File: config.mk
export PLATFORM = sky130hd
export DESIGN_NAME = csa_tree_pipe
export DESIGN_NICKNAME = d
export VERILOG_FILES = /design/src/rtl/csa_tree_pipe.sv
export SDC_FILE = /design/constraint.sdc
export NUM_CORES = 1
export LEC_CHECK = 0
export ABC_CLOCK_PERIOD_IN_PS = 3770
export BUFFER_PORTS_ARGS = -buffer_cell sky130_fd_sc_hd__buf_4
export CORE_AREA = 3 3 87 105
export DETAILED_ROUTE_END_ITERATION = 16
export DIE_AREA = 0 0 90 108
export PLACE_DENSITY = 0.74
export SLEW_MARGIN = 20
export SYNTH_ARGS = -nofsm -noshare
export SYNTH_HDL_FRONTEND = slang
export SYNTH_SLANG_ARGS = --single-unit
File: constraint.sdc
create_clock -name clk -period 3.77 [get_ports clk]
set_input_delay 0.377 -clock clk [delete_from_list [all_inputs] [get_ports clk]]
set_output_delay 0.377 -clock clk [all_outputs]
set_load 0.01 [all_outputs]
File: src/rtl/csa_tree_pipe.sv
// csa_tree_pipe
//
// Pipelined carry-save reduction tree for the unsigned mantissa multiplier.
// NUM_PP pre-aligned partial-product rows are reduced level by level with
// 3:2 compressors until a single sum/carry pair remains. A pipeline register
// follows every REG_STRIDE levels, and the last level is always registered.
// The stages are linked by a valid/ready chain, so the final adder can apply
// backpressure.
//
// Optional build macro: CSA_TREE_FINAL_ADD_EN
//   When it is defined, one extra registered stage is appended. That stage
//   holds out_prod = out_sum + out_carry and keeps sum/carry aligned with it.
//
// Ports:
//   clk        clock
//   rst_n      asynchronous active-low reset
//   in_valid   input rows valid
//   in_ready   block can accept input this cycle (0 while in reset)
//   in_pp      NUM_PP packed rows, row k at [k*OUT_W +: OUT_W]
//   out_valid  sum/carry valid
//   out_ready  downstream accepts output
//   out_sum    sum row
//   out_carry  carry row (bit 0 always 0)
//   out_prod   out_sum + out_carry (only with CSA_TREE_FINAL_ADD_EN)
module csa_tree_pipe #(
   parameter int OUT_W      = 14,
   parameter int NUM_PP     = 4,
   parameter int REG_STRIDE = 1
) (
   input  logic                    clk,
   input  logic                    rst_n,
   input  logic                    in_valid,
   output logic                    in_ready,
   input  logic [NUM_PP*OUT_W-1:0] in_pp,
   output logic                    out_valid,
   input  logic                    out_ready,
   output logic [OUT_W-1:0]        out_sum,
   output logic [OUT_W-1:0]        out_carry
`ifdef CSA_TREE_FINAL_ADD_EN
   ,
   output logic [OUT_W-1:0]        out_prod
`endif
);

   // Returns the row count left after the given number of levels.
   function automatic int rowsAfter(input int levels);
      int r;
      r = NUM_PP;
      for (int i = 0; i < levels; i++) r = r - r / 3;
      return r;
   endfunction

   // Returns the number of levels needed to reach two rows.
   function automatic int countLevels(input int rows);
      int r;
      int n;
      r = rows;
      n = 0;
      for (int i = 0; i < 16; i++) begin
         if (r > 2) begin
            r = r - r / 3;
            n = n + 1;
         end
      end
      return n;
   endfunction

   localparam int L = countLevels(NUM_PP);
   localparam int S = (L + REG_STRIDE - 1) / REG_STRIDE;
`ifdef CSA_TREE_FINAL_ADD_EN
   localparam int NS = S + 1;
`else
   localparam int NS = S;
`endif

   logic [NS-1:0]      valid_q;
   logic [NS-1:0]      valid_d;
   logic [NS-1:0]      upValid;
   logic [NS-1:0]      loadEn;
   logic [NS:0]        ready;
   logic [2*OUT_W-1:0] finalRows;

   // The ready chain runs from the output back to the input. A stage is ready
   // when it is empty or when its contents can move on, so bubbles collapse.
   always_comb begin
      ready      = '0;
      upValid    = '0;
      ready[NS]  = out_ready;
      for (int k = NS - 1; k >= 0; k--) begin
         ready[k] = ~valid_q[k] | ready[k+1];
      end
      upValid[0] = in_valid;
      for (int k = 1; k < NS; k++) begin
         upValid[k] = valid_q[k-1];
      end
      loadEn  = upValid & ready[NS-1:0];
      valid_d = (upValid & ready[NS-1:0]) | (valid_q & ~ready[NS-1:0]);
   end

   always_ff @(posedge clk or negedge rst_n) begin
      if (!rst_n) valid_q <= '0;
      else        valid_q <= valid_d;
   end

   // While reset is held the empty pipeline would look ready, so it is masked.
   assign in_ready  = rst_n & ready[0];
   assign out_valid = valid_q[NS-1];

   // One generate block per compressor level. Rows are grouped in threes from
   // row 0, and the leftover rows move down unchanged behind the new pairs.
   for (genvar l = 0; l < L; l++) begin : g_lvl
      localparam int RIN  = rowsAfter(l);
      localparam int ROUT = rowsAfter(l + 1);
      localparam int NGRP = RIN / 3;
      localparam int STG  = l / REG_STRIDE;
      localparam bit REG  = ((l + 1) % REG_STRIDE == 0) || (l == L - 1);

      logic [RIN*OUT_W-1:0]  rowsIn;
      logic [ROUT*OUT_W-1:0] rowsComb;
      logic [ROUT*OUT_W-1:0] rowsOut;

      if (l == 0) begin : g_src
         assign rowsIn = in_pp;
      end else begin : g_src
         assign rowsIn = g_lvl[l-1].rowsOut;
      end

      // The carry is shifted left one bit, and the carry out of the MSB is
      // dropped because the arithmetic is modulo 2^OUT_W.
      always_comb begin : p_compress
         logic [OUT_W-1:0] a;
         logic [OUT_W-1:0] b;
         logic [OUT_W-1:0] c;
         a        = '0;
         b        = '0;
         c        = '0;
         rowsComb = '0;
         for (int g = 0; g < NGRP; g++) begin
            a = rowsIn[(3*g)*OUT_W   +: OUT_W];
            b = rowsIn[(3*g+1)*OUT_W +: OUT_W];
            c = rowsIn[(3*g+2)*OUT_W +: OUT_W];
            rowsComb[(2*g)*OUT_W   +: OUT_W] = a ^ b ^ c;
            rowsComb[(2*g+1)*OUT_W +: OUT_W] = ((a & b) | (a & c) | (b & c)) << 1;
         end
         for (int j = 0; j < RIN % 3; j++) begin
            rowsComb[(2*NGRP+j)*OUT_W +: OUT_W] = rowsIn[(3*NGRP+j)*OUT_W +: OUT_W];
         end
      end

      if (REG) begin : g_reg
         logic [ROUT*OUT_W-1:0] rows_q;
         // The stage register only captures data on an actual transfer, so
         // held data never toggles during a stall.
         always_ff @(posedge clk or negedge rst_n) begin
            if (!rst_n)              rows_q <= '0;
            else if (loadEn[STG])    rows_q <= rowsComb;
         end
         assign rowsOut = rows_q;
      end else begin : g_comb
         assign rowsOut = rowsComb;
      end

      if (l == L - 1) begin : g_last
         assign finalRows = rowsOut;
      end
   end

`ifdef CSA_TREE_FINAL_ADD_EN
   logic [OUT_W-1:0] sum_q;
   logic [OUT_W-1:0] carry_q;
   logic [OUT_W-1:0] prod_q;

   // The final adder stage registers sum and carry with the product, so all
   // three outputs always describe the same transaction.
   always_ff @(posedge clk or negedge rst_n) begin
      if (!rst_n) begin
         sum_q   <= '0;
         carry_q <= '0;
         prod_q  <= '0;
      end else if (loadEn[NS-1]) begin
         sum_q   <= finalRows[OUT_W-1:0];
         carry_q <= finalRows[2*OUT_W-1:OUT_W];
         prod_q  <= finalRows[OUT_W-1:0] + finalRows[2*OUT_W-1:OUT_W];
      end
   end

   assign out_sum   = sum_q;
   assign out_carry = carry_q;
   assign out_prod  = prod_q;
`else
   assign out_sum   = finalRows[OUT_W-1:0];
   assign out_carry = finalRows[2*OUT_W-1:OUT_W];
`endif

endmodule

# ---- After elaboration in Yosys (flattened, before gate mapping)
# Index checks and enable logic that the tools add are counted.
dict set report classes {
  n_bitwise 23
}
# op count
set op_table {}
lappend op_table {{$and 13x13->13} 6}
lappend op_table {{$xor 14x14->14} 4}
lappend op_table {{$or 13x13->13} 4}
lappend op_table {{$and 2x2->2} 2}
lappend op_table {{$not 1->1} 2}
lappend op_table {{$not 2->2} 1}
lappend op_table {{$or 1x1->1} 2}
lappend op_table {{$or 2x2->2} 1}
lappend op_table {{$and 1x1->1} 1}
dict set report totals {
  inputBits 60
  regBits 70
  output_inout_bits 30
}

# ---- Longest topological paths before layout
# Gate-level depths: netlist of run 1.
dict set report logic_depth {
  depth_word 6
  ltp_mapped 4
  mapped_depth_nobuf 3
}

# ---- Worst setup path before layout of run 1
# No wires, ideal clock.
dict set report synth_path {
  kind {input port to flip-flop}
  start {input port out_ready}
  end {register g_lvl[0].g_reg.rows_q[20]}
  t_arrival_ns 1.189
  setup_slack_ns 2.456
  setup_time_ns 0.125
  required_time_ns 3.645
  cell_stages 4
  cell_sequence {nand3b_2 nand2_4 buf_6 mux2_2}
}
dict set report synth_between {
  elab_chain_cells 3
}
# element line_no
set synth_lines {}
lappend synth_lines {{start, declared} 36} ;# input logic out_ready,
lappend synth_lines {{$or 1x1->1 (2 in series)} 90} ;# ready[k] = ~valid_q[k] | ready[k+1];
lappend synth_lines {{$and 2x2->2} 96} ;# loadEn = upValid & ready[NS-1:0];
lappend synth_lines {{end signal, assigned} 156} ;# else if (loadEn[STG]) rows_q <= rowsComb;
lappend synth_lines {{end, declared} 151} ;# logic [ROUT*OUT_W-1:0] rows_q;
# Every way passes these cells.
# A chain may end at the register's enable or synchronous reset.

==> results.rst, run 1 <==
.. list-table::
   :header-rows: 1

   * - Metric
     - Value
   * - Status
     - complete, no violations
   * - Hold buffer count at cts
     - 0
   * - Starting DRT DRC Count
     - 44
   * - Vias per Instance
     - 4.57
   * - HP Class
     - input pin to asynchronous set/reset pin
   * - Initial antenna violation count
     - 0
   * - Count of clock tree sinks
     - 70
   * - Routed length per instance
     - 14.2 microns
   * - Final weighted congestion of routability-driven global placement
     - 0.722
   * - Die area
     - 0.00972 sq mm
   * - Total of cells resized after clock tree synthesis
     - 0
   * - Worst slew pin tran
     - 883 ps
   * - Cell accounting for the most synthesized area
     - dfrtp_1
   * - Critical Path Sink Type
     - register
   * - HPWL reported at the end of detailed placement
     - 3980 microns
   * - Per-instance average area after synthesis
     - ~18 sq um
   * - Instance count of the mapped netlist
     - 183
   * - Setup clock skew after layout
     - ~9.9 ps
   * - Num rows
     - 36
   * - Setup repair after global routing missed its margin
     - false
   * - Post-route clock period utilization
     - 41.5%
   * - Post-synth cell types
     - 16
   * - Final count of hold timing violations
     - 0
   * - Async set-reset flop share out of synthesis
     - 100%
   * - WP data required
     - 3990 ps
   * - Final count of negative-setup-slack endpoints
     - 0
   * - Mapped Area
     - around 0.0033 sq mm
   * - Yosys Warn Count
     - 0
   * - Number of antenna diodes
     - 0
   * - Aggregate routed wire length
     - 5610 microns
   * - Number of nets produced by synthesis
     - between 200 and 300
   * - Area of the core
     - 0.00820 sq mm
   * - Antenna violation net count after detailed routing
     - 0
   * - Critical path start-end classification
     - register to register
   * - Max-capacitance violation count
     - 0
   * - Number of global-route vias before repair
     - ~2.0k
   * - Cell Pwr Density
     - 577 mW/mm^2
   * - Global route total overflow
     - 0
   * - Primary flip-flop cell chosen by synthesis mapping
     - dfrtp_1
   * - TritonCTS buffer count
     - 9
   * - Rel. slew slack
     - 41.1%
   * - CTS tree
     - yes
   * - Detailed-route DRC error count
     - 0
   * - Total I/O pin count
     - 90
   * - LEAKAGE
     - 1.92 nW
   * - Gr usage total
     - 12.6%
   * - Post-synth top cells
     - dfrtp_1, mux2_2, fa_1
   * - Ranking of synthesized cells by area
     - dfrtp_1, mux2_2, fa_1
   * - Worst setup SP type
     - register
   * - Clock root buffer
     - clkbuf_8
   * - Global-route wire length before repair
     - 9740 microns
   * - Initial core utilization
     - around two fifths
   * - Share of the synthesized area in the top cell type
     - about 54%
   * - Clock-pin slew of the registers on the worst-case setup and hold paths
     - 80 ps
   * - Final-layout setup total negative slack
     - 0 ps
   * - Length of the first detailed-routing pass in iterations
     - 4
   * - Largest net degree at the start of global routing
     - 71
   * - Crit path time final
     - 1570 ps
   * - Peak VDD IR
     - 0.224 mV
   * - Fraction of final layout cells with drive strength greater than 1
     - 62.6%
   * - Final net count
     - 362
   * - Number of flops mapped to enable cells by yosys
     - 0
   * - Die Width
     - 90 microns
   * - Seq/Total Area, Yosys
     - 53.7%
   * - Worst endpoint data arrival time
     - 1780 ps
   * - Flops & latches, synth
     - 70
   * - Max Slew Vio Count
     - 0
   * - Growth of design area from synthesis to finish
     - 28.6%
   * - Biggest fanout along the worst timing path
     - 41
   * - Number of buffers inserted by post-CTS setup repair
     - 0
   * - Die height
     - 108 microns
   * - Clk buf depth
     - 2
   * - FMAX
     - 639 MHz
   * - Count leader, synth
     - dfrtp_1
   * - Fill cell total of the finished layout
     - ~740
   * - Final design utilization
     - 51.2%
   * - Number of vias in the routed layout
     - 1807
   * - Worst-Skew Late Latency
     - 330 ps
   * - Number of buffer cells added on primary ports
     - 88
   * - CTS H-tree depth
     - 3
[final timing paths]
check                                                        endpoint  slack [ps]  cells after the start                     start
worst max-delay path            g_lvl[0].g_reg.rows_q[20]$_DFFE_PN0P_        2200                      3                  register
worst min-delay path                         finalRows[2]$_DFFE_PN0P_         250                      2                     rst_n
worst max register to register  g_lvl[0].g_reg.rows_q[20]$_DFFE_PN0P_        2200                      3                  register
worst min register to register               finalRows[1]$_DFFE_PN0P_         510                      1  finalRows[1]$_DFFE_PN0P_
max in group asynchronous                   finalRows[18]$_DFFE_PN0P_        2910                      2                     rst_n
min in group clk                                             register         270                      2                  in_valid
[metal layers]
layer	up-vias	part of all wire, %	GRT usage (%)
li1	812	-	-
met1	933	41	15.5
met2	54	52	21.0
met3	8	5.2	3.27
met4	0	1.6	5.91
met5	-	0	0
[critical path, cell delays in order (launching register included)]
cell and delay [ps]:
dfrtp_1 410, nand3b_2 130, nand2_4 490, mux2_2 400
[per-stage QoR]
stage	std cells	instance area, sq um	setup slack, ps	hold slack, ps	power, mW
6_report	395	4200	2200	246	2.42
5_1_grt	395	4200	2090	251	2.59
4_1_cts	395	4200	2170	237	2.47
3_5_place_dp	379	4000	1990	496	1.86
3_3_place_gp	379	4000	2030	490	1.83
2_1_floorplan	183	3260	2460	81.4	1.49
[power breakdown]
part / total, mW / switching [mW] / internal (mW)
Clock: 0.605 / 0.266 / 0.339
Combinational: 0.715 / 0.269 / 0.447
Sequential: 1.10 / 0.134 / 0.969
Total: 2.42 / 0.669 / 1.75
[layout by cell type, fill, tap and decap left out, drive strengths merged]
master and count:
buf 89, dfrtp 70, clkinv 3, mux2 68, nand2b 2, nand2 2, or2b 1, and2 1
clkbuf 12, nand3b 1, ha 1, xnor2 4, bufinv 1, conb 1, fa 25
[layout make-up]
class	count	area, sq um	area share (%)
Sequential cell	70	1750	41.8
Timing Repair Buffer	89	668	15.9
Multi-Input combinational cell	106	1430	34.1
Clock inverter	4	45.0	1.07
Clock buffer	12	155	3.70
Tap cell	114	143	3.40
[kinds of logic (layout without fill, tap and decap cells)]
family | after synthesis | in the layout | synth area share (%)
flops | 70 | 70 | 53.7
mux | 68 | 68 | 25.1
fa+ha+maj | 26 | 26 | 15.7
simple gates | 7 | 7 | 1.92
buf+inv | 7 | 105 | 2.42
xor+xnor | 4 | 4 | 1.07
other cells | 1 | 1 | 0.115
[flip-flops by register name, summed over array words and instances (netlist names), named ones only]
signal,flops
g_lvl.g_reg.rows_q,41
finalRows,27
Power figures use the tool's default switching activity.
==> run 2, diff against run 1 <==
--- a/config.mk
+++ b/config.mk
@@ -5,11 +5,12 @@
 export SDC_FILE = /design/constraint.sdc
 export NUM_CORES = 1
 export LEC_CHECK = 0
-export ABC_CLOCK_PERIOD_IN_PS = 3770
+export ABC_AREA = 1
+export ABC_CLOCK_PERIOD_IN_PS = 1550
 export BUFFER_PORTS_ARGS = -buffer_cell sky130_fd_sc_hd__buf_4
-export CORE_AREA = 3 3 87 105
+export CORE_AREA = 3 3 87 106
 export DETAILED_ROUTE_END_ITERATION = 16
-export DIE_AREA = 0 0 90 108
+export DIE_AREA = 0 0 90 109
 export PLACE_DENSITY = 0.74
 export SLEW_MARGIN = 20
 export SYNTH_ARGS = -nofsm -noshare
==> constraint.sdc (replaced) <==
create_clock -name clk -period 1.55 [get_ports clk]
set_input_delay 0.155 -clock clk [delete_from_list [all_inputs] [get_ports clk]]
set_output_delay 0.155 -clock clk [all_outputs]
set_load 0.01 [all_outputs]
==> results.rst, run 2 <==
.. list-table::
   :header-rows: 1

   * - Metric
     - Value
   * - Status
     - complete, no violations (unchanged)
   * - Die area
     - 0.00981 sq mm (was 0.00972 sq mm)
   * - Worst endpoint data arrival time
     - 1590 ps (was 1780 ps)
   * - Num rows
     - 36 (unchanged)
   * - Die Width
     - 90 microns (unchanged)
   * - Biggest fanout along the worst timing path
     - 43 (was 41)
   * - Final count of hold timing violations
     - 0 (unchanged)
   * - Worst setup SP type
     - register (unchanged)
   * - Final weighted congestion of routability-driven global placement
     - 0.781 (was 0.722)
   * - Total of cells resized after clock tree synthesis
     - 0 (unchanged)
   * - Commonest non-fill, non-tap cell in the layout
     - nand2_1 (was buf_4)
   * - Seq/Total Area, Yosys
     - 53.1% (was 53.7%)
   * - Critical Path Most Common Cell
     - nand2_1
   * - Yosys Warn Count
     - 0 (unchanged)
   * - Clk buf depth
     - 2 (unchanged)
   * - Final-layout setup total negative slack
     - 0 ps (unchanged)
   * - HPWL reported at the end of detailed placement
     - 5020 microns (was 3980 microns)
   * - Number of vias in the routed layout
     - 2457 (was 1807)
   * - Length of the first detailed-routing pass in iterations
     - 4 (unchanged)
   * - Instance count of the mapped netlist
     - 342 (was 183)
   * - Count leader, synth
     - nand2_1 (was dfrtp_1)
   * - Total I/O pin count
     - 90 (unchanged)
   * - Detailed-route DRC error count
     - 0 (unchanged)
   * - Mapped Area
     - 0.00330 sq mm (was 0.00326 sq mm)
   * - Number of antenna diodes
     - 0 (unchanged)
   * - HP Class
     - input pin to register (was input pin to asynchronous set/reset pin)
   * - Highest cell delay on the worst timing path
     - 410 ps (was 490 ps)
   * - Aggregate routed wire length
     - 7090 microns (was 5610 microns)
   * - Post-synth top cells
     - nand2_1, dfrtp_1, fa_1 (was dfrtp_1, mux2_2, fa_1)
   * - Number of flip-flops in the largest register
     - 41 (unchanged)
   * - Final net count
     - 522 (was 362)
   * - Number of flops mapped to enable cells by yosys
     - 0 (unchanged)
   * - Footprint of the flip-flops and latches
     - 0.00175 sq mm (unchanged)
   * - Critical Path Sink Type
     - register (unchanged)
   * - LEAKAGE
     - 2.35 nW (was 1.92 nW)
   * - Antenna violation net count after detailed routing
     - 0 (unchanged)
   * - Number of buffer cells added on primary ports
     - 88 (unchanged)
   * - Worst-Skew Late Latency
     - 340 ps (was 330 ps)
   * - Cell Pwr Density
     - 1440 mW/mm^2 (was 577 mW/mm^2)
   * - Largest net degree at the start of global routing
     - 71 (unchanged)
   * - Routed length per instance
     - 12.8 microns (was 14.2 microns)
   * - TritonCTS buffer count
     - 9 (unchanged)
   * - Pre-CTS setup slack
     - 239 ps (was 1990 ps)
   * - Async set-reset flop share out of synthesis
     - 100% (unchanged)
   * - Highest-delay cell along the critical path
     - dfrtp_1 (was nand2_4)
   * - CTS tree
     - yes (unchanged)
   * - Post-synth cell types
     - 16 (unchanged)
   * - Post-route clock period utilization
     - 84.6% (was 41.5%)
   * - Max Slew Vio Count
     - 0 (unchanged)
   * - Gr usage total
     - 15.2% (was 12.6%)
   * - Number of nets produced by synthesis
     - 428 (was 269)
   * - Per-instance average area after synthesis
     - 9.64 sq um (was 17.8 sq um)
   * - Count of clock tree sinks
     - 70 (unchanged)
   * - Final setup margin
     - 238 ps (was 2200 ps)
   * - Peak VDD IR
     - 0.520 mV (was 0.224 mV)
   * - Clock-pin slew of the registers on the worst-case setup and hold paths
     - 70 ps (was 80 ps)
   * - Setup repair after global routing missed its margin
     - false (unchanged)
   * - Initial core utilization
     - 40.2% (was 39.8%)
   * - CTS H-tree depth
     - 3 (unchanged)
   * - Cell accounting for the most synthesized area
     - dfrtp_1 (unchanged)
   * - Number of global-route vias before repair
     - 2523 (was 2040)
   * - Vias per Instance
     - 4.43 (was 4.57)
   * - Flops & latches, synth
     - 70 (unchanged)
   * - Ranking of synthesized cells by area
     - dfrtp_1, nand2_1, fa_1 (was dfrtp_1, mux2_2, fa_1)
   * - Growth of design area from synthesis to finish
     - 31.5% (was 28.6%)
   * - Worst path top cell family by delay
     - simple AND/OR/NAND/NOR gates (unchanged)
   * - Clock root buffer
     - clkbuf_8 (unchanged)
   * - WP data required
     - 1830 ps (was 3990 ps)
   * - Fill cell total of the finished layout
     - 792 (was 736)
   * - Share of the synthesized area in the top cell type
     - 53.1% (was 53.7%)
   * - Initial antenna violation count
     - 0 (unchanged)
   * - Area used by multi-input combinational logic
     - 0.00137 sq mm (was 0.00143 sq mm)
   * - Area of the core
     - 0.00820 sq mm (unchanged)
   * - Primary flip-flop cell chosen by synthesis mapping
     - dfrtp_1 (unchanged)
   * - Fraction of final layout cells with drive strength greater than 1
     - 25.9% (was 62.6%)
   * - Global-route wire length before repair
     - 11800 microns (was 9740 microns)
   * - Die height
     - 109 microns (was 108 microns)
   * - Register bank with the most flops
     - g_lvl.g_reg.rows_q (unchanged)
   * - Starting DRT DRC Count
     - 102 (was 44)
   * - Crit path time final
     - 1310 ps (was 1570 ps)
   * - Max-capacitance violation count
     - 0 (unchanged)
   * - Final count of negative-setup-slack endpoints
     - 0 (unchanged)
   * - Buffering stage count on the worst path with inverters included
     - 1 (was 0)
   * - Top library cells by usage in the layout, fill and taps aside
     - nand2_1, buf_4, dfrtp_1, fa_1, clkbuf_8 (was buf_4, dfrtp_1, mux2_2, fa_1, mux2_4)
   * - Setup clock skew after layout
     - 6.52 ps (was 9.89 ps)
   * - Global route total overflow
     - 0 (unchanged)
   * - Cell-by-cell listing of the critical path
     - nand3_2 -> nand2_4 -> inv_4 -> nand2_1 -> nand2_1 (was nand3b_2 -> nand2_4 -> mux2_2)
   * - Critical path start-end classification
     - register to register (unchanged)
   * - FMAX
     - 762 MHz (was 639 MHz)
## run 2: power by group
part	switching (mW)	internal [mW]	total (mW)
sequential	0.319	2.30	2.62
clock	0.686	1.27	1.96
combinational	0.866	0.815	1.68
total	1.87	4.39	6.26
## run 2: layout make-up
class | instances | share of cell area, %
well taps | 114 | 3.29
inverters | 10 | 0.924
clock buffers | 10 | 3.18
clock inverters | 6 | 3.06
repair buffers | 97 | 17.4
multi-input cells | 248 | 31.7
flip-flops and latches | 70 | 40.4
## run 2: layer usage
| layer | global-route usage (%) | vias up | share of wire, % |
|---|---|---|---|
| li1 | - | 1208 | - |
| met1 | 18.9 | 1176 | 42 |
| met2 | 25.9 | 63 | 52 |
| met3 | 3.66 | 10 | 4.4 |
| met4 | 5.69 | 0 | 1.7 |
| met5 | 0 | - | 0 |
## run 2: tightest hold or removal path: stages
cell and delay, ps:
buf_4 80, nand2_1 40, nand2_1 40
## run 2: cell families (layout without fill, tap and decap cells)
group                    count (synthesis)  count (layout)  share of synthesized area, %
AND/OR/NAND/NOR                        219             219                          25.6
flip-flops                              70              70                          53.1
adder cells (fa/ha/maj)                 26              26                          15.6
buffers and inverters                   24             123                          5.20
AO/OA/AOI/OAI                            2               2                         0.417
other                                    1               1                         0.114
## run 2: final timing paths
check / start / to / slack, ps / cells past startpoint
max: register / g_lvl[0].g_reg.rows_q[15]$_DFFE_PN0P_ / 240 / 5
min: in_pp[49] / g_lvl[0].g_reg.rows_q[35]$_DFFE_PN0P_ / 20 / 3
max reg2reg: register / g_lvl[0].g_reg.rows_q[15]$_DFFE_PN0P_ / 240 / 5
min reg2reg: finalRows[15]$_DFFE_PN0P_ / finalRows[15]$_DFFE_PN0P_ / 480 / 2
max in group asynchronous: rst_n / g_lvl[0].g_reg.rows_q[12]$_DFFE_PN0P_ / 870 / 3
min in group asynchronous: rst_n / finalRows[10]$_DFFE_PN0P_ / 380 / 3
## run 2: through the flow
| step | cells | power (mW) | instance area, sq um | hold slack (ps) | utilization [%] |
|---|---|---|---|---|---|
| CTS | 555 | 6.35 | 4330 | 6.89 | 52.9 |
| detailed placement | 533 | 4.35 | 4000 | 221 | 48.8 |
| floorplan | 342 | 3.50 | 3300 | -141 | - |
| finish | 555 | 6.26 | 4330 | 17.7 | 52.9 |
| global route | 555 | 6.66 | 4330 | 15.9 | 52.9 |
| global placement | 533 | 4.29 | 4000 | 217 | 48.8 |
## run 2: repair_timing
| item | in CTS | in global routing |
|---|---|---|
| setup buffers | 0 | 0 |
| endpoints found under the hold margin | 75 | 0 |
| hold buffers | 6 | 0 |
